File: src/rtl/regfile_writeback.sv
// Buffered register-bank writeback queue with busy scoreboard; WB_FORWARD_EN adds bypass data outputs.
// Latency: accepted write reaches the bank one edge later at the earliest; req_ready drops only when full.
module regfile_writeback #(
  parameter int DEPTH = 4
) (
  input  logic        clk,
  input  logic        rst,
  input  logic        req_valid,
  output logic        req_ready,
  input  logic [4:0]  req_rd,
  input  logic [31:0] req_data,
  input  logic        drain_en,
  output logic        w_en,
  output logic [4:0]  r_write,
  output logic [31:0] w_data,
  input  logic [4:0]  r_op_a,
  input  logic [4:0]  r_op_b,
  output logic        busy_a,
  output logic        busy_b
`ifdef WB_FORWARD_EN
  ,
  output logic [31:0] fwd_a_data,
  output logic [31:0] fwd_b_data
`endif
);

  localparam int AW = (DEPTH > 1) ? $clog2(DEPTH) : 1;
  localparam int CW = $clog2(DEPTH + 1);
  localparam logic [CW-1:0] FULL = CW'(DEPTH);

  logic [4:0]    rd_q   [DEPTH];
  logic [31:0]   data_q [DEPTH];
  logic [AW-1:0] head_q, head_d;
  logic [AW-1:0] tail_q, tail_d;
  logic [CW-1:0] count_q, count_d;
  logic [AW-1:0] idx;
  logic          push;
  logic          pop;

  // rst is folded in so nothing handshakes while reset is held
  assign req_ready = !rst && (count_q != FULL);
  // index 0 is the hardwired-zero register: accepted but never buffered
  assign push      = req_valid && req_ready && (req_rd != 5'd0);
  assign w_en      = (count_q != '0) && drain_en;
  assign pop       = w_en;
  assign r_write   = (count_q != '0) ? rd_q[head_q]   : 5'd0;
  assign w_data    = (count_q != '0) ? data_q[head_q] : 32'd0;

  always_comb begin
    head_d  = head_q;
    tail_d  = tail_q;
    count_d = count_q;
    if (pop) begin
      head_d = head_q + AW'(1);
    end
    if (push) begin
      tail_d = tail_q + AW'(1);
    end
    if (push && !pop) begin
      count_d = count_q + CW'(1);
    end else if (pop && !push) begin
      count_d = count_q - CW'(1);
    end
  end

  always_ff @(posedge clk or posedge rst) begin
    if (rst) begin
      head_q  <= '0;
      tail_q  <= '0;
      count_q <= '0;
    end else begin
      head_q  <= head_d;
      tail_q  <= tail_d;
      count_q <= count_d;
    end
  end

  always_ff @(posedge clk) begin
    if (push) begin
      rd_q[tail_q]   <= req_rd;
      data_q[tail_q] <= req_data;
    end
  end

  // Walk oldest to youngest so the last match leaves the youngest data
  always_comb begin
    busy_a = 1'b0;
    busy_b = 1'b0;
    idx    = '0;
`ifdef WB_FORWARD_EN
    fwd_a_data = 32'd0;
    fwd_b_data = 32'd0;
`endif
    for (int i = 0; i < DEPTH; i++) begin
      idx = head_q + AW'(i);
      if (CW'(i) < count_q) begin
        if ((r_op_a != 5'd0) && (rd_q[idx] == r_op_a)) begin
          busy_a = 1'b1;
`ifdef WB_FORWARD_EN
          fwd_a_data = data_q[idx];
`endif
        end
        if ((r_op_b != 5'd0) && (rd_q[idx] == r_op_b)) begin
          busy_b = 1'b1;
`ifdef WB_FORWARD_EN
          fwd_b_data = data_q[idx];
`endif
        end
      end
    end
  end

endmodule
File: config.mk
export PLATFORM = sky130hd
export DESIGN_NAME = regfile_writeback
export DESIGN_NICKNAME = d
export VERILOG_FILES = /design/src/rtl/regfile_writeback.sv
export SDC_FILE = /design/constraint.sdc
export NUM_CORES = 1
export LEC_CHECK = 0
export ABC_AREA = 1
export CORE_AREA = 2 2 118 120
export DETAILED_ROUTE_END_ITERATION = 6
export DIE_AREA = 0 0 120 122
export PLACE_DENSITY = 0.78
export SLEW_MARGIN = 20
export SYNTH_ARGS = -nofsm -noshare
export SYNTH_HDL_FRONTEND = slang
export SYNTH_SLANG_ARGS = --single-unit
File: constraint.sdc
create_clock -name clk -period 5.4 [get_ports clk]
set_clock_uncertainty 0.1 [all_clocks]
set_input_delay 1.08 -clock clk [delete_from_list [all_inputs] [get_ports clk]]
set_output_delay 1.08 -clock clk [all_outputs]
set_load 0.1 [all_outputs]
==> results.md <==
* Worst path required time at 4.22 ns
* Maxcap violations at 0
* Most frequent cells in the layout: nand2_1, edfxtp_1, nand3_1
* Vias per Instance at 5.792
* Final setup vio count at 0
* Synth warn at 0
* Status: finished, final reports clean
* DRC Markers at 0
* Min Tclk post-route at 4.460 ns
* Gr ovfl total at 0
* Largest family of logic cells by synthesized area: simple AND/OR/NAND/NOR gates
* Post-Route Setup TNS at 0 ns
* First-pass detailed-route iteration total at 7
* Max-slew violations at 0
* Final hold vios at 0
* Period Utilization, post-route at 82.59%
* Crit path kind: flop to output port
* Global placer's final weighted congestion at 0.8759
* DP Wirelength at 11.28 mm
* Slew HR at 34.37%
* CTS Buf Count at 17
* Clock sink count at 155
* Die width at 120 µm
* XOR/XNOR share of the synthesized area at 0.9672%
* Seq/Total Area, Yosys at 63.77%
* Die Ht at 122 µm
* Synth unique cells at 26
* Antenna diodes at 0
* Dominant cells by area after synthesis: edfxtp_1, nand3_1, nand2_1
* Routed Antenna Nets at 0
* DR vias at 5,607
* Worst-path clk slew at 0.06 ns
* Worst EP arrival at 3.28 ns
* Antenna violations before repair at 0
* FP Rows at 43
* Mapped Area at 7244 µm²
* Most common cell after layout, fill and taps aside: nand2_1
* # IOs at 92
* Cells after Synth at 689
* Synth Area in Simple Gates at 20.86%
* Syn Nets at 749
* FILL cells at 1,000
* P&R area growth vs syn at 21.00%
* Worst skew pair latency at 0.42 ns
* Core area at 13,500 µm²
* Port Buffer Count at 91
* Compound-cell area share of the yosys netlist at 7.634%
* Post-cts hold buffer count at 0
* Vias in the first global route at 5,410
* Crit-path max FO at 54
* CTS tree: done
* #FFs+latches synth at 155
* Mux contribution to synthesized area at 0%
* RSZ-0062 raised after global routing: false
* Largest net degree at the start of global routing at 59
* Nets at 835
* Root Buffer: clkbuf_16
* Routed WL at 17.65 mm
* Mean post-synth cell area at 10.51 µm²
* Yosys top cell area share at 61.35%
* Cells resized by post-CTS repair at 0
* Synth Area in Adders at 1.554%
* Initial drt markers at 464
* Share of cells above drive strength 1 at 11.93%
* Global-route wire length before repair at 26.96 mm
* Worst slew pin tran at 0.9813 ns
* HP Class: flop to flop
* CTS H-tree lvls at 4
* Synth area leader: edfxtp_1
* Postcts setup bufs at 0
* DR WL/cell at 18.23 µm
* Initial Utilization at 53.65%
* Reg area at 4622 µm²
* CP Launch Type: flop
* CP endpoint kind: output port
* Area of the multi-input gates at 2277 µm²
* FMAX at 224.2 MHz
* Total global routing track utilization at 24.35%
* Clock Path Buffers at 2
* Die Area at 14,640 µm²
-- flip-flops by register name, summed over array words and instances (netlist names) --
register	count
data_q	128
rd_q	20
count_q	3
head_q	2
tail_q	2
-- worst max-delay path, stage by stage, from the launching register on --
cell and delay [ns]:
dfrtp_2 0.67, buf_4 0.58, nand2_1 0.14, nand2_2 0.31, nand2_1 0.17, nand3_1 0.11
nand2_1 0.06, nor2_1 0.14, nand3_1 0.09, nand2_1 0.07, nand2_1 0.06, a21oi_2 0.14
buf_4 0.29
-- through the flow --
step / hold slack [ns] / utilization (%) / std cells / instance area [µm²] / setup WS (ns)
floorplan: 0.3752 / - / 689 / 7244 / 0.1565
global placement: 0.3961 / 60.72 / 936 / 8200 / 1.406
detailed placement: 0.4260 / 60.72 / 936 / 8200 / 1.386
CTS: 0.4358 / 64.91 / 968 / 8766 / 0.9525
global route: 0.4670 / 64.91 / 968 / 8766 / 0.6854
finish: 0.4346 / 64.91 / 968 / 8766 / 0.9402
-- cell families after synthesis --
group / Yosys count
simple gates: 352
fa+ha+maj: 9
xor+xnor: 8
buf+inv: 80
compound gates: 85
flops: 155
-- area by class of cell --
class | instances | share of cell area, %
Clock buffer | 17 | 4.853
Clock inverter | 15 | 1.599
Inverter | 46 | 2.027
Multi-Input combinational cell | 454 | 25.98
Sequential cell | 155 | 52.73
Tap cell | 180 | 2.569
Timing Repair Buffer | 101 | 10.25
-- path summary, 6_finish.rpt --
check                           startpoint          to  slack, ns  depth (start not counted)
worst max-delay path             head_q[1]      busy_b       0.94                         12
worst min-delay path            count_q[0]  count_q[0]       0.43                          1
worst max register to register  count_q[0]  rd_q[0][4]       2.63                          6
worst min register to register  count_q[0]  count_q[0]       0.43                          1
max in group asynchronous              rst   head_q[0]       4.14                          2
min in group asynchronous              rst   tail_q[1]       0.82                          2
-- synth_stat cells (all sizes together) --
cell type	instances
ha	9
o21ai	13
a21oi	8
inv	46
nand3b	1
clkbuf	14
edfxtp	148
buf	20
xnor2	1
a31oi	32
nor3	3
a22oi	32
xor2	7
nand2	181
dfrtp	7
nor2	33
nand3	134
-- routing by layer --
metal	wire length, µm	GRT usage, %
met2	8809	40.94
met4	356	10.15
met5	0	0
met1	7106	30.21
met3	1375	6.039
Power is left out: the tool's default activity adds up to more than one toggle a clock period on the data nets, which glitch-free logic cannot reach.
